File: config.mk
export PLATFORM = sky130hd
export DESIGN_NAME = load_store_unit_flat
export DESIGN_NICKNAME = d
export VERILOG_FILES = /design/src/rtl/load_store_unit_pkg.sv /design/src/rtl/load_store_unit_if.sv /design/src/rtl/load_store_unit_extend.sv /design/src/rtl/load_store_unit.sv /design/src/flat_wrapper.sv
export SDC_FILE = /design/constraint.sdc
export NUM_CORES = 1
export LEC_CHECK = 0
export CORE_UTILIZATION = 45
export CTS_CLUSTER_SIZE = 25
export DETAILED_ROUTE_END_ITERATION = 10
export GPL_TIMING_DRIVEN = 0
export HOLD_SLACK_MARGIN = 0.03
export PLACE_DENSITY_LB_ADDON = 0.2
export SYNTH_ARGS = -nofsm -noshare
export SYNTH_HDL_FRONTEND = slang
export SYNTH_SLANG_ARGS = --single-unit
File: constraint.sdc
create_clock -name clk -period 4.53 [get_ports clk]
set_input_delay 0.906 -clock clk [delete_from_list [all_inputs] [get_ports clk]]
set_output_delay 0.906 -clock clk [all_outputs]
set_load 0.02 [all_outputs]
File: src/rtl/load_store_unit_pkg.sv
// Shared LSU types: data width, RV32I load/store size codes, FSM state encoding
// and the byte-lane mask helper used by the request path.
package all_pkgs;

   localparam int WIDTH = 32;

   localparam logic [2:0] LS_B  = 3'b000;
   localparam logic [2:0] LS_H  = 3'b001;
   localparam logic [2:0] LS_W  = 3'b010;
   localparam logic [2:0] LS_BU = 3'b100;
   localparam logic [2:0] LS_HU = 3'b101;

   typedef enum logic [1:0] {
      IDLE,
      REQ,
      DONE
   } lsu_state_t;

   // funct3[1:0] alone selects the access size for every legal code
   function automatic logic [3:0] lane_mask(input logic [2:0] f3, input logic [1:0] off);
      case (f3[1:0])
         2'b00:   lane_mask = 4'b0001 << off;
         2'b01:   lane_mask = 4'b0011 << off;
         default: lane_mask = 4'b1111;
      endcase
   endfunction

endpackage

File: src/rtl/load_store_unit_if.sv
// Word-wide data-memory port: single outstanding request held until ack,
// read data valid only in the ack cycle.
interface load_store_unit_if #(
   parameter int WIDTH = all_pkgs::WIDTH
);
   logic             dmem_req;
   logic             dmem_we;
   logic [WIDTH-1:0] dmem_addr;
   logic [3:0]       dmem_be;
   logic [WIDTH-1:0] dmem_wdata;
   logic             dmem_ack;
   logic [WIDTH-1:0] dmem_rdata;

   modport master (
      output dmem_req, dmem_we, dmem_addr, dmem_be, dmem_wdata,
      input  dmem_ack, dmem_rdata
   );

   modport slave (
      input  dmem_req, dmem_we, dmem_addr, dmem_be, dmem_wdata,
      output dmem_ack, dmem_rdata
   );
endinterface

File: src/rtl/load_store_unit_extend.sv
// Combinational load lane select and sign/zero extension (zero latency,
// no flow control).
module load_extend
   import all_pkgs::*;
#(
   parameter int WIDTH = all_pkgs::WIDTH
) (
   input  logic [WIDTH-1:0] rdata,
   input  logic [1:0]       offset,
   input  logic [2:0]       funct3,
   output logic [WIDTH-1:0] result
);

   logic [7:0]  byte_lane;
   logic [15:0] half_lane;

   always_comb begin
      case (offset)
         2'd0:    byte_lane = rdata[7:0];
         2'd1:    byte_lane = rdata[15:8];
         2'd2:    byte_lane = rdata[23:16];
         default: byte_lane = rdata[31:24];
      endcase
      half_lane = offset[1] ? rdata[31:16] : rdata[15:0];

      case (funct3)
         LS_B:    result = {{(WIDTH-8){byte_lane[7]}}, byte_lane};
         LS_BU:   result = {{(WIDTH-8){1'b0}}, byte_lane};
         LS_H:    result = {{(WIDTH-16){half_lane[15]}}, half_lane};
         LS_HU:   result = {{(WIDTH-16){1'b0}}, half_lane};
         default: result = rdata;
      endcase
   end

endmodule

File: src/rtl/load_store_unit.sv
// Load/store unit: one data-memory access at a time; result two cycles after issue with
// immediate ack. Upstream is stalled from issue until ack; faults never stall.
module load_store_unit
   import all_pkgs::*;
#(
   parameter int WIDTH   = all_pkgs::WIDTH,
   parameter int TIMEOUT = 255
) (
   input  logic                clk,
   input  logic                rst_n,
   input  logic                ex_valid,
   input  logic                mem_read,
   input  logic                mem_write,
   input  logic [2:0]          funct3,
   input  logic [WIDTH-1:0]    addr,
   input  logic [WIDTH-1:0]    store_data,
   output logic                stall,
   output logic [WIDTH-1:0]    mem_data,
   output logic                mem_data_valid,
   output logic                lsu_fault,
   load_store_unit_if.master   dmem
);

   localparam int CW = $clog2(TIMEOUT + 1);

   lsu_state_t       state_q, state_d;
   logic [WIDTH-1:0] addr_q;
   logic [WIDTH-1:0] sdata_q;
   logic [2:0]       f3_q;
   logic             we_q;
   logic [CW-1:0]    cnt_q;
   logic             fault_q;

   logic             legal;
   logic             aligned;
   logic             accept;
   logic             reject;
   logic             timeout;
   logic [WIDTH-1:0] ext_data;

   // Request qualification in IDLE
   always_comb begin
      if (mem_write)
         legal = (funct3 == LS_B) || (funct3 == LS_H) || (funct3 == LS_W);
      else
         legal = (funct3 == LS_B) || (funct3 == LS_H) || (funct3 == LS_W) ||
                 (funct3 == LS_BU) || (funct3 == LS_HU);

      case (funct3)
         LS_B, LS_BU: aligned = 1'b1;
         LS_H, LS_HU: aligned = ~addr[0];
         LS_W:        aligned = (addr[1:0] == 2'b00);
         default:     aligned = 1'b0;
      endcase
   end

   assign accept  = (state_q == IDLE) && ex_valid && (mem_read ^ mem_write) && legal && aligned;
   assign reject  = (state_q == IDLE) && ex_valid && (mem_read || mem_write) &&
                    !((mem_read ^ mem_write) && legal && aligned);
   assign timeout = (state_q == REQ) && !dmem.dmem_ack && (cnt_q == CW'(TIMEOUT - 1));

   always_comb begin
      state_d = state_q;
      case (state_q)
         IDLE:    if (accept) state_d = REQ;
         REQ: begin
            if (dmem.dmem_ack)
               state_d = DONE;
            else if (timeout)
               state_d = IDLE;
         end
         DONE:    state_d = IDLE;
         default: state_d = IDLE;
      endcase
   end

   // Bus fields come only from latched state so they hold steady until ack
   always_comb begin
      stall           = accept || (state_q == REQ);
      mem_data_valid  = (state_q == DONE);
      lsu_fault       = fault_q;
      dmem.dmem_req   = (state_q == REQ);
      dmem.dmem_we    = we_q;
      dmem.dmem_addr  = {addr_q[WIDTH-1:2], 2'b00};
      dmem.dmem_be    = lane_mask(f3_q, addr_q[1:0]);
      case (f3_q[1:0])
         2'b00:   dmem.dmem_wdata = {4{sdata_q[7:0]}};
         2'b01:   dmem.dmem_wdata = {2{sdata_q[15:0]}};
         default: dmem.dmem_wdata = sdata_q;
      endcase
   end

   load_extend #(.WIDTH(WIDTH)) u_extend (
      .rdata  (dmem.dmem_rdata),
      .offset (addr_q[1:0]),
      .funct3 (f3_q),
      .result (ext_data)
   );

   always_ff @(posedge clk or negedge rst_n) begin
      if (!rst_n) begin
         state_q  <= IDLE;
         cnt_q    <= '0;
         mem_data <= '0;
         fault_q  <= 1'b0;
         addr_q   <= '0;
         sdata_q  <= '0;
         f3_q     <= '0;
         we_q     <= 1'b0;
      end else begin
         state_q <= state_d;
         fault_q <= reject || timeout;
         if (accept) begin
            addr_q  <= addr;
            sdata_q <= store_data;
            f3_q    <= funct3;
            we_q    <= mem_write;
            cnt_q   <= '0;
         end else if ((state_q == REQ) && !dmem.dmem_ack) begin
            cnt_q <= cnt_q + 1'b1;
         end
         if ((state_q == REQ) && dmem.dmem_ack && !we_q)
            mem_data <= ext_data;
      end
   end

endmodule

File: src/flat_wrapper.sv
// flat-port wrapper written by rule: the top's interface ports become plain ports
module load_store_unit_flat import all_pkgs::*;
#(
   parameter int WIDTH   = all_pkgs::WIDTH,
   parameter int TIMEOUT = 255
)
  (clk, rst_n, ex_valid, mem_read, mem_write, funct3, addr, store_data, stall, mem_data, mem_data_valid, lsu_fault, dmem_dmem_req, dmem_dmem_we, dmem_dmem_addr, dmem_dmem_be, dmem_dmem_wdata, dmem_dmem_ack, dmem_dmem_rdata);
  load_store_unit_if #(.WIDTH(WIDTH)) dmem_i ();
  input  logic clk;
  input  logic rst_n;
  input  logic ex_valid;
  input  logic mem_read;
  input  logic mem_write;
  input  logic [2:0] funct3;
  input  logic [WIDTH-1:0] addr;
  input  logic [WIDTH-1:0] store_data;
  output logic stall;
  output logic [WIDTH-1:0] mem_data;
  output logic mem_data_valid;
  output logic lsu_fault;
  output wire logic [$bits(dmem_i.dmem_req)-1:0] dmem_dmem_req;
  output wire logic [$bits(dmem_i.dmem_we)-1:0] dmem_dmem_we;
  output wire logic [$bits(dmem_i.dmem_addr)-1:0] dmem_dmem_addr;
  output wire logic [$bits(dmem_i.dmem_be)-1:0] dmem_dmem_be;
  output wire logic [$bits(dmem_i.dmem_wdata)-1:0] dmem_dmem_wdata;
  input wire logic [$bits(dmem_i.dmem_ack)-1:0] dmem_dmem_ack;
  input wire logic [$bits(dmem_i.dmem_rdata)-1:0] dmem_dmem_rdata;
  assign dmem_dmem_req = dmem_i.dmem_req;
  assign dmem_dmem_we = dmem_i.dmem_we;
  assign dmem_dmem_addr = dmem_i.dmem_addr;
  assign dmem_dmem_be = dmem_i.dmem_be;
  assign dmem_dmem_wdata = dmem_i.dmem_wdata;
  assign dmem_i.dmem_ack = dmem_dmem_ack;
  assign dmem_i.dmem_rdata = dmem_dmem_rdata;
  load_store_unit #(.WIDTH(WIDTH), .TIMEOUT(TIMEOUT)) u_core (.clk(clk), .rst_n(rst_n), .ex_valid(ex_valid), .mem_read(mem_read), .mem_write(mem_write), .funct3(funct3), .addr(addr), .store_data(store_data), .stall(stall), .mem_data(mem_data), .mem_data_valid(mem_data_valid), .lsu_fault(lsu_fault), .dmem(dmem_i));
endmodule
Yosys cells after proc, flatten, opt, wreduce, memory -nomap -nowiden
Cells that the tools add are included.
Storage, ports and cells
  register bits: 111
  bits of input ports: 105
  word-level logic and storage cells: 73
Cells by class
  add/sub/neg operators: 1
  eq/ne operators: 15
  shift operators: 2
  muxes and demuxes: 13
  bitwise logic cells: 2
  reduce and logical (&&, ||, !) cells: 32
Operator list (number)
  $pmux 32 s4: 1
  $pmux 32 s2: 1
  $pmux 8 s3: 1
  $mux 16: 1
  $mux 8: 2
  $eq 3x3->1 const B: 4
  $logic_and 1x1->1: 12
  $add 8x1->8 const B: 1
  $eq 8x8->1 const B: 1
  $logic_not 2->1: 4
  $pmux 4 s2: 1
  $logic_or 1x1->1: 7
  $eq 2x1->1 const B: 3
  $eq 3x1->1 const B: 2
  $logic_not 3->1: 2
  $mux 2: 3
  $eq 2x2->1 const B: 2
  $pmux 2 s2: 1
  $reduce_or 2->1: 2
  $shl 1x2->4 const A: 1
  $shl 2x2->4 const A: 1
  $eq 3x2->1 const B: 1
  $logic_not 1->1: 3
  $ne 3x1->1 const B: 1
  7 further kinds: 7

Depth between registers and ports, before layout
Gate-level depths: netlist of the first run.
  depth in word-level cells: 11
  gate-level depth with buffers: 7
  gate-level depth less buffers: 5

Modules after synthesis
From an unflattened synthesis of the first run, not the netlist that was laid out.
Unflattened totals
  cell total of the unflattened synthesis: 505
  area total of the unflattened synthesis: 6015.8 um^2
By module, submodules not included
  load_store_unit: times used 1, cells each 372, area each 5046.1 um^2
  load_extend: times used 1, cells each 133, area each 969.7 um^2

Least setup slack after synthesis of the first run
OpenSTA, ideal clock, no wires.
  path type: input-to-output
  from: input mem_read
  to: output stall
  arrival: 1.749 ns
  slack: 1.875 ns
  stages on the path: 5
  buffers on the path: 0
  cells stage by stage: inv_1 ha_1 and3_4 nand2_1 nand2b_1
Between the ends
  word-level cells in the longest chain between the ends: 5
Ends and longest elaborated chain
  start, declared: line flat_wrapper.sv:12  | input logic mem_read;
  $xor 1x1->1: line load_store_unit.sv:57  | assign accept = (state_q == IDLE) && ex_valid && (mem_read ^ mem_write) && legal && aligned;
  $logic_and 1x1->1 (3 in series): line load_store_unit.sv:57
  $logic_or 1x1->1: line load_store_unit.sv:79  | stall = accept || (state_q == REQ);
  end, declared: line flat_wrapper.sv:17  | output logic stall;
No other way between the ends.

Worst setup path in the final report of the first run
  from: input mem_write
  to: output stall
Between the ends
  word-level cells in the longest chain between the ends: 5
  elaborated cells between the ends (all ways): 6
Ends and longest elaborated chain
  start, declared: line flat_wrapper.sv:13  | input logic mem_write;
  $xor 1x1->1: line load_store_unit.sv:57
  $logic_and 1x1->1: line load_store_unit.sv:57
  $logic_and 1x1->1 * (2 in series): line load_store_unit.sv:57
  $logic_or 1x1->1 *: line load_store_unit.sv:79
Mark *: on every way between the ends. The rest lies on a longest branch, timed or not.

==> results of run 1 <==
registers in the layout, indices dropped and copies added (netlist names):
register	cells
u_core.sdata_q	32
u_core.mem_data	32
u_core.lsu_fault	1
u_core.dmem.dmem_we	1
u_core.cnt_q	8
u_core.state_q	2
u_core.addr_q	32
u_core.f3_q	3
power by group:
part / total, µW / internal (µW) / switching, µW
registers: 1610 / 1360 / 251
clock network: 813 / 445 / 369
logic: 2500 / 1390 / 1120
area by class of cell:
| class | count | area share [%] |
|---|---|---|
| inverters | 7 | 0.305 |
| plain buffers | 72 | 6.65 |
| flip-flops and latches | 111 | 32.3 |
| clock inverters | 5 | 0.669 |
| multi-input cells | 317 | 30.4 |
| repair buffers | 208 | 24.4 |
| clock buffers | 11 | 2.82 |
| well taps | 172 | 2.50 |
layer usage:
layer  vias to the layer above  wire length [µm]  global-route usage (%)  part of all wire (%)
met5                         -                 0                       0                     0
met4                         0               248                    6.33                   1.5
met3                        18              1110                    7.25                   6.9
met2                       182              7960                    40.3                    49
met1                      2264              6790                    30.4                    42
li1                       2165                 -                       -                     -
kinds of logic after synthesis:
family          Yosys count  synth area share, %
mux                      96                 21.8
buf+inv                  79                 9.99
compound gates           70                 8.32
fa+ha+maj                 3                0.627
simple gates            139                 11.7
other cells               1               0.0627
xor+xnor                  7                 1.02
flops                   111                 46.4
how the worst max path moves through the flow:
stage	start	to	slack, ns	depth (start not counted)
2_1_floorplan	mem_read	stall	1.87	5
3_3_place_gp	rst_n	u_core.addr_q[23]	-1.69	1
3_5_place_dp	mem_write	stall	0.70	7
4_1_cts	mem_write	stall	0.70	7
5_1_grt	mem_write	stall	0.62	7
6_report	mem_write	stall	0.69	7
through the flow:
stage / cell area, µm² / cells / power [µW] / setup slack (ns) / util [%]
after global placement: 8280 / 886 / 4070 / -1.69 / 64.8
after floorplan: 5990 / 507 / 3020 / 1.87 / -
after global routing: 8600 / 903 / 5170 / 0.615 / 67.3
final: 8600 / 903 / 4930 / 0.693 / 67.3
after detailed placement: 8300 / 887 / 4130 / 0.700 / 65.0
after CTS: 8600 / 903 / 4960 / 0.698 / 67.3
placed cells by master, fill, tap and decap left out, types with 2 or more instances in the layout:
master / netlist / final
nand4_1: 2 / 2
buf_12: 7 / 7
mux2_1: 2 / 2
mux2i_1: 9 / 9
buf_2: 12 / 12
nor3_1: 7 / 7
o22a_1: 7 / 7
nor2b_1: 4 / 4
nand3_1: 36 / 36
clkbuf_16: 0 / 9
a211oi_1: 2 / 2
conb_1: 1 / 2
and4_1: 2 / 2
mux2_2: 24 / 24
clkbuf_1: 9 / 10
nand2_1: 50 / 50
mux2_4: 60 / 60
a21oi_1: 12 / 12
nand3b_1: 8 / 8
a221oi_1: 2 / 2
o21bai_1: 2 / 2
inv_1: 7 / 7
dfrtp_1: 111 / 111
o21ai_0: 19 / 19
clkdlybuf4s50_1: 0 / 206
o21a_1: 7 / 7
xor2_1: 6 / 6
and2_1: 2 / 2
clkinv_4: 0 / 2
clkinv_2: 0 / 2
nand2b_1: 5 / 5
ha_1: 3 / 3
a22o_1: 4 / 4
nor2_1: 13 / 13
buf_4: 41 / 42
a31oi_1: 7 / 7
==> results.md, run 1 <==
- Final wirelength: about 16 mm
- Clock transition at path regs: ~0.080 ns
- CTS tree: done
- Hpwl dp: between 10 and 15 mm
- CP max stage cell: clkdlybuf4s50_1
- Fmax achieved: ~260 MHz
- DIE AREA: 0.0138 mm²
- Root Buffer: clkbuf_16
- Crit path DAT: 2.93 ns
- Largest net degree at the start of global routing: 57
- Depth of the CTS H-tree: 3
- First-pass GRT wire length: around 26 mm
- CP Launch Type: input pin
- Overflow left after global routing: 0
- Antenna Nets Post-Route: 0
- Rel. slew slack: between 50% and 60%
- Slew Limit Fails: 0
- # rows: between 40 and 50
- Die Height: ~120 µm
- Status: completed
- Slew @ Worst Pin: between 0.7 and 0.8 ns
- Most used cell, CP: clkdlybuf4s50_1
- Final setup violation count: 0
- Vias in the first global route: roughly 4,900
- Layout cells sized above 1: between 20% and 30%
- I/O Buffers: between 200 and 250
- Cells along the critical path: clkdlybuf4s50_1 -> inv_1 -> ha_1 -> and3_4 -> nand2_1 -> nand2b_1 -> clkdlybuf4s50_1
- Power Density: roughly 570 mW/mm²
- GRT Overall Usage: 24.2%
- Worst Hold Endpoint: u_core.sdata_q[29]
- Starting Density: about 47%
- Worst-Skew Late Latency: about 0.36 ns
- Final Cycle Share: a little over four fifths
- Maximum clock insertion buffer count: 2
- Synthesized instance count: 506
- Hold Crit Class: reg -> reg
- CP required: 3.62 ns
- Number of synthesis warnings: 0
- Sequential cell area fraction in the yosys report: between 40% and 50%
- Hold Path Stages: 1
- Core Box Area: ~0.013 mm²
- Top cells by area, synth: dfrtp_1 (46%), mux2_4 (15%), buf_4 (5.1%), mux2_2 (4.5%), nand2_1 (3.1%)
- RSZ-0062 raised after global routing: false
- Most common cell in the netlist: dfrtp_1
- Reg2Reg Launch Point: u_core.f3_q[1]
- Num ports: 210
- Synth Flop Type: dfrtp_1
- CTS resizes: 0
- Worst R2R Path Depth: 5
- Synth area leader: dfrtp_1
- CP delay by family, top: buffers and inverters
- Num CTS Buffers: 9
- DRC Markers: 0
- WP buf/inv: 3
- Hold path startpoint: u_core.sdata_q[29]
- Pre-Repair DR Iteration Count: 9
- Nature of the critical path endpoint: output port
- Routed vias: 4,629
- Cts hold-fix bufs: 0
- WL per Instance: roughly 18 µm
- Cell Area, Synth: approximately 0.006 mm²
- Die width: 117 µm
- Diodes inserted: 0
- Share of async-settable or async-resettable flops after synthesis: 100%
- Fillers: between 900 and 1,000
- NumNets Final: 834
- VDD IR max: about 340 µV
- Pleak: 0.00374 µW
- Clock skew: 0.00873 ns
- EDFF count, synth: 0
- Distinct cells, synth: 55
- DRT iter0 DRCs: roughly 300
- FF-to-FF End: u_core.mem_data[13]
- Post-CTS Setup Bufs: 0
- Share of the synthesized area in the top cell type: 46.4%
- Final min period: roughly 3.8 ns
- WHS: 0.495 ns
- #FFs+latches synth: between 100 and 150
- Worst path max stage delay: around 0.61 ns
- Crit path kind: in -> out
- Initial antenna violation count: 0
- Fin. Hold Viols: 0
- CP Max Fanout: 8
- GP Congestion: slightly above 0.8
- TNS Setup: 0 ns
- R2r setup slk: ~2.6 ns
- Syn Area/Cell: between 10 and 15 µm²
- Sequential cell area: about 0.0028 mm²
- Synth-to-Final Area Change: 43.7%
- # Max-Cap Violations: 0
- Multi-input gate area: 0.00261 mm²
- Via/cell ratio: about 5
- Clock Sink Count: 111
- Synth cell count leaders: dfrtp_1 (111), mux2_4 (60), nand2_1 (50), buf_4 (41), nand3_1 (36)
No activity file was read; power rests on OpenSTA's default activity.
==> run 2: changes to the inputs <==
==> constraint.sdc (replaced) <==
create_clock -name clk -period 3.9 [get_ports clk]
set_input_delay 0.78 -clock clk [delete_from_list [all_inputs] [get_ports clk]]
set_output_delay 0.78 -clock clk [all_outputs]
set_load 0.02 [all_outputs]
==> results of run 2 <==
The final DEF is identical to that of run 1. Status: completed.
Main changes from that run: setup slack after placement 0.700 ns -> 0.322 ns; clock-pin slew on the worst setup and hold paths 0.08 ns -> 0.07 ns; setup slack after layout 0.693 ns -> 0.315 ns; hold slack 0.495 ns -> 0.482 ns; register-to-register setup slack 2.62 ns -> 1.99 ns; total power 4930 µW -> 5720 µW; worst IR drop on VDD 336 µV -> 390 µV
==> run 3: changes to the inputs <==
--- a/config.mk
+++ b/config.mk
@@ -5,7 +5,9 @@
 export SDC_FILE = /design/constraint.sdc
 export NUM_CORES = 1
 export LEC_CHECK = 0
-export CORE_UTILIZATION = 45
+export CELL_PAD_IN_SITES_DETAIL_PLACEMENT = 1
+export CELL_PAD_IN_SITES_GLOBAL_PLACEMENT = 1
+export CORE_UTILIZATION = 35
 export CTS_CLUSTER_SIZE = 25
 export DETAILED_ROUTE_END_ITERATION = 10
 export GPL_TIMING_DRIVEN = 0
==> run 3 against run 2 <==
  * Highest routed layer unchanged
  * Via count barely moved
  * Utilization fell by 15 points
  * Sequential share of layout area fell by 0.31 points
  * Clock skew fell by 0.0017 ns
  * Register-to-register slack got worse by 0.05 ns
  * Worst hold slack got worse by 0.11 ns
  * Sequential power barely moved
  * Largest power group unchanged
  * Global-route usage fell by 3.0 points
  * Worst setup slack got worse by 0.045 ns
==> results.md, run 3 (synthesized netlist as in run 1, its figures left out) <==
- Maximum clock insertion buffer count: 2 (unchanged)
- Antenna Nets Post-Route: 0 (unchanged)
- Hpwl dp: 13.6 mm (+15%)
- Vias in the first global route: 5,169 (+5.0%)
- Overflow left after global routing: 0 (unchanged)
- Crit path kind: in -> out
- NumNets Final: 834 (unchanged)
- Hold Crit Class: in -> async
- Worst path max stage delay: 0.61 ns (about the same)
- Cts hold-fix bufs: 0 (unchanged)
- CTS resizes: 0 (unchanged)
- GRT Overall Usage: 21.2% (-3.0 points)
- Rel. slew slack: 57.8% (+7.3 points)
- Placed cells: 935 (+5.4%)
- Starting Density: 36.0% (-11 points)
- Clock transition at path regs: roughly 0.07 ns
- Die Height: 133 µm (+13%)
- Core Box Area: 0.0166 mm² (+30%)
- Fin. Hold Viols: 0 (unchanged)
- CP required: around 3.1 ns
- WHS: between 0.3 and 0.4 ns
- Fmax achieved: 275 MHz
- Power Density: 667 mW/mm²
- Largest net degree at the start of global routing: 60 (+5.3%)
- # Max-Cap Violations: 0 (unchanged)
- Initial antenna violation count: 0 (unchanged)
- Synth-to-Final Area Change: 45.1%
- Reg2Reg Launch Point: u_core.f3_q[1]
- Clock skew: 0.00704 ns (-0.00169 ns)
- CP Launch Type: input pin
- Post-CTS Setup Bufs: 0 (unchanged)
- Die width: 133 µm (+13%)
- Fillers: 1,776 (+88%)
- Final Cycle Share: just over 90%
- R2r setup slk: 1.94 ns
- Slew Limit Fails: 0 (unchanged)
- Clock Sink Count: 111 (unchanged)
- Crit path launch: mem_write
- VDD IR max: around 270 µV
- DRT iter0 DRCs: 142 (-53%)
- FF-to-FF End: u_core.mem_data[11]
- Layout cells sized above 1: 23.8% (+0.14 points)
- Final setup violation count: 0 (unchanged)
- Finished Layout Cells: 951 (+5.3%)
- Cells along the critical path: clkdlybuf4s50_1 -> inv_1 -> ha_1 -> and3_4 -> nand2_1 -> nand2b_1 -> clkdlybuf4s50_1
- Slew @ Worst Pin: 0.629 ns (-0.114 ns)
- Depth of the CTS H-tree: 3 (unchanged)
- Status: completed
- Commonest non-fill, non-tap cells in the layout: clkdlybuf4s50_1 (206), dfrtp_1 (111), mux2_4 (60)
- GP Congestion: 0.859 (+3.3%)
- Final min period: roughly 3.6 ns
- Pleak: 0.00374 µW (about the same)
- Most used cell, CP: clkdlybuf4s50_1
- RSZ-0062 raised after global routing: false
- I/O Buffers: 207 (unchanged)
- Num CTS Buffers: 9 (unchanged)
- Finished layout cell area: 0.00868 mm² (+0.96%)
- Root Buffer: clkbuf_16
- Placed cell area: 0.00836 mm² (+0.77%)
- Final wirelength: 18.0 mm (+12%)
- Worst R2R Path Depth: 5 (unchanged)
- Via/cell ratio: 4.87 (-5.0%)
- Pre-Repair DR Iteration Count: 4 (-5)
- Commonest non-fill, non-tap cell in the layout: clkdlybuf4s50_1
- Diodes inserted: 0 (unchanged)
- CP max stage cell: clkdlybuf4s50_1
- Num ports: 210 (unchanged)
- CP Max Fanout: 8 (unchanged)
- Worst-Skew Late Latency: 0.35 ns (about the same)
- End point of the critical path: stall
- DIE AREA: 0.0176 mm² (+28%)
- DRC Markers: 0 (unchanged)
- Routed vias: 4,633 (+0.086%)
- WL per Instance: 18.9 µm (+6.0%)
- First-pass GRT wire length: 28.8 mm (+10%)
- Nature of the critical path endpoint: output port
- CTS tree: done
- # rows: 47 (+15%)
- Crit path DAT: between 2 and 3 ns
- Biggest regs: u_core.addr_q (32), u_core.mem_data (32), u_core.sdata_q (32)
## run 3: cell count changes in the layout (fill, tap and decap cells not counted), sizes merged
cell | before | now
clkinv | 4 | 0
clkinvlp | 0 | 3
clkbuf | 20 | 21
## run 3: area by class of cell
cell class | count | area (µm²) | area share [%]
clock inverters | 4 | 52.6 | 0.605
repair buffers | 208 | 2100 | 24.2
flip-flops and latches | 111 | 2780 | 32.0
well taps | 220 | 275 | 3.17
plain buffers | 72 | 572 | 6.59
clock buffers | 12 | 267 | 3.07
inverters | 7 | 26.3 | 0.303
multi-input cells | 317 | 2610 | 30.1
## run 3: report_power, final
part,total [µW],internal [µW],switching (µW)
clock,996,552,444
combinational,2910,1610,1300
sequential,1880,1580,301
total,5790,3740,2050
## run 3: layer usage
metal  global-route usage (%)  routed length, µm
met1                     26.6               7660
met2                     35.8               8880
met4                     7.85                401
met5                        0                  0
met3                     4.37               1050
## run 3: through the flow
step / worst slack, ns / setup TNS [ns] / utilization, % / power, µW
detailed placement: 0.286 / 0 / 50.3 / 4830
CTS: 0.293 / 0 / 52.2 / 5860
floorplan: 1.50 / 0 / - / 3510
finish: 0.270 / 0 / 52.2 / 5790
global route: 0.210 / 0 / 52.2 / 6100
global placement: -2.32 / -256.34 / 50.1 / 4730
## run 3: worst min path at each step
stage | slack, ns | cells after the start | from | end
floorplan | 0.46 | 1 | u_core.sdata_q[29] | u_core.sdata_q[29]
global placement | 0.48 | 1 | u_core.sdata_q[29] | u_core.sdata_q[29]
detailed placement | 0.49 | 2 | u_core.mem_data[27] | u_core.mem_data[27]
CTS | 0.39 | 1 | rst_n | u_core.mem_data[6]
global route | 0.41 | 1 | rst_n | u_core.mem_data[0]
finish | 0.37 | 1 | rst_n | u_core.mem_data[6]
## run 3: critical path: cells and delay by family
family                     cells  cell delay [ns]
buffers and inverters          3             1.21
and+or+nand+nor                3             0.52
adders and majority gates      1             0.32
==> variant, RTL diff (settings of run 3) <==
Reset style: synchronous (`rst_n`), changed in one clocked block.
--- a/src/rtl/load_store_unit.sv
+++ b/src/rtl/load_store_unit.sv
@@ -98,5 +98,5 @@
    );
 
-   always_ff @(posedge clk or negedge rst_n) begin
+   always_ff @(posedge clk) begin
       if (!rst_n) begin
          state_q  <= IDLE;
Behaviour: differs if rst_n is asserted again (counterexample within 4 cycles, from zero or initial values and one cycle with rst_n low); with rst_n held inactive, the same outputs for 4 cycles.
==> variant against run 3 <==
  * Count of clock-buffer cells in the layout is 1 lower
  * Sequential cell count stayed put
  * Wire length is 12% higher
  * Design area is 8.7% lower
  * Fmax is 2.5% lower
  * Non-clock buffer count is 21 higher
  * Via count is 22% higher
  * Core utilization is 1.5 points higher
  * Area after synthesis is 10% lower
  * Clock skew is 0.0021 ns higher
  * Worst setup slack worse by 0.092 ns
  * Critical path type unchanged
  * Largest cell class is now non-clock buffers
Power is not compared: it rests on default switching activity, and its combinational part moved more than twofold at a synthesized area within 25%.
==> variant: results (changes against run 3) <==
| Metric | Value |
|---|---|
| Outcome | completed |
| Largest net degree at the start of global routing | 18 (-70%) |
| Fin cells | 1070 (+13%) |
| Met1 usage | 0.285 (+0.0190) |
| Worst-path maximum fanout | 10 (+2) |
| Avg WL per Cell | 18.9 um (about the same) |
| Leakage power | approximately 3 nW |
| Reg2reg path depth | 6 (+1) |
| Most frequent cells after synthesis | 111 x dfxtp_1, 107 x nand2_1, 104 x o21ai_0 |
| GRT Total Usage | 0.253 (+0.0413) |
| Seq/Total Area, Yosys | 0.414 (-0.0500) |
| Synth unique cells | 46 (-16%) |
| Setup Skew | 0.00914 ns (+0.00210 ns) |
| R2r startpoint | u_core.addr_q[1]$_SDFFE_PN0P_ |
| DRT Pass-1 Iters | 4 (unchanged) |
| CP max stage delay | 0.59 ns (-0.02 ns) |
| Routed vias/inst | 5.28 (+8.5%) |
| Ant diodes | 0 (unchanged) |
| Crit path DAT | 2.94 ns (+0.09 ns) |
| Nets | 990 (+19%) |
| Most common flop cell mapped by yosys | dfxtp_1 |
| HPWL after DPL | 15600 um (+15%) |
| Hold Path Class | flop to flop |
| H-tree depth | 3 (unchanged) |
| Worst r2r dst | u_core.mem_data[26]$_SDFFE_PN0P_ |
| DR iter-0 viols | 187 (+32%) |
| Worst Hold End | u_core.sdata_q[21]$_SDFFE_PN0P_ |
| Vias in the first global route | 6091 (+18%) |
| Biggest regs | u_core.addr_q (32), u_core.mem_data (32), u_core.sdata_q (32) |
| Total number of yosys warnings | 0 (unchanged) |
| Post-CTS Setup Bufs | 0 (unchanged) |
| First-pass GRT wire length | 31200 um (+8.4%) |
| Hold path startpoint | u_core.sdata_q[21]$_SDFFE_PN0P_ |
| Grt met3 use | 0.0455 (+0.00178) |
| Clock root cell | clkbuf_16 |
| Placed Area | 7660 um2 (-8.4%) |
| Hold WS | 0.476 ns (+0.108 ns) |
| R2R setup slack | 2.02 ns (+0.08 ns) |
| Port bufs | 206 (-0.48%) |
| Clk pin slew, worst setup/hold paths | 0.07 ns (about the same) |
| M2 GR Usage | 0.466 (+0.108) |
| Worst Hold Depth | 2 |
| CTS max path bufs | 2 (unchanged) |
| Later-pin clock latency in the skew report | between 0.3 and 0.4 ns |
| Critical path's top delay family | buffers and inverters |
| Max Fclk | 269 MHz (-2.5%) |
| Fraction of registers with async set/reset | 0 (-1.00) |
| Worst path slowest cell | clkdlybuf4s50_1 |
| Worst VDD drop | 0.223 mV |
| RePlAce Congestion | 0.916 (+6.7%) |
| Fillers | 1788 (+0.68%) |
| Ranking of synthesized cells by area | dfxtp_1 41%, o21ai_0 9.7%, nand2_1 7.5% |
| Post-CTS Resized | 0 (unchanged) |
| Slew at the pin closest to its max-slew limit | 0.623 ns (-0.00652 ns) |
| Pwr/cell area | 313 nW/um2 |
| Syn_area_per_cell | 8.08 um2 (-32%) |
| Pre-CTS setup slack | 0.169 ns (-0.117 ns) |
| Share of post-route cells with drive strength above 1 | 0.121 (-0.117) |
==> variant: changes by cell type after synthesis, sizes merged, moves of 8 or more <==
cell	change
clkbuf	+16
dfxtp	+111
nand2	+57
o21ai	+84
mux2	-68
o211ai	+8
a21oi	+30
dfrtp	-111
nand3	+34
==> variant: tightest hold or removal path: stages (launching register included) <==
cell and delay, ns:
dfxtp_1 0.31, nand3_1 0.06, o21ai_0 0.06
==> variant: cells by family (layout without fill, tap and decap cells) <==
family                     Yosys count  in the layout  synth area share
and+or+nand+nor                    236            236             0.213
muxes                               33             33            0.0658
buffers and inverters               99            320             0.106
other                                1              2          0.000699
adders and majority gates            3              3           0.00700
DFF                                111            111             0.414
AOI/OAI and AO/OA                  174            174             0.183
xor gates and xnor gates             7              7            0.0114
==> variant: power by group <==
part           switching (mW)  total (mW)  internal (mW)
combinational           0.206       0.425          0.219
sequential             0.0240        1.19           1.17
clock                   0.430       0.865          0.435
total                   0.660        2.48           1.82
==> variant: layout make-up <==
cell class / instances / share of cell area
plain buffers: 95 / 0.0696
flip-flops and latches: 111 / 0.280
repair buffers: 206 / 0.260
clock inverters: 4 / 0.00395
well taps: 184 / 0.0290
multi-input cells: 455 / 0.326
inverters: 4 / 0.00189
clock buffers: 11 / 0.0294
==> variant: how the worst max path moves through the flow <==
stage                          from    end  cells after the start
after floorplan            mem_read  stall                      6
after global placement    mem_write  stall                      8
after detailed placement  mem_write  stall                      8
after CTS                 mem_write  stall                      8
after global routing      mem_write  stall                      8
final                     mem_write  stall                      8
==> variant: layer usage <==
metal  share of wire  vias to the layer above  wire length, um
li1                -                     2708                -
met1            0.42                     2723             8520
met2            0.50                      186            10100
met3           0.050                       37             1020
met4           0.028                        0              557
met5               0                        -                0
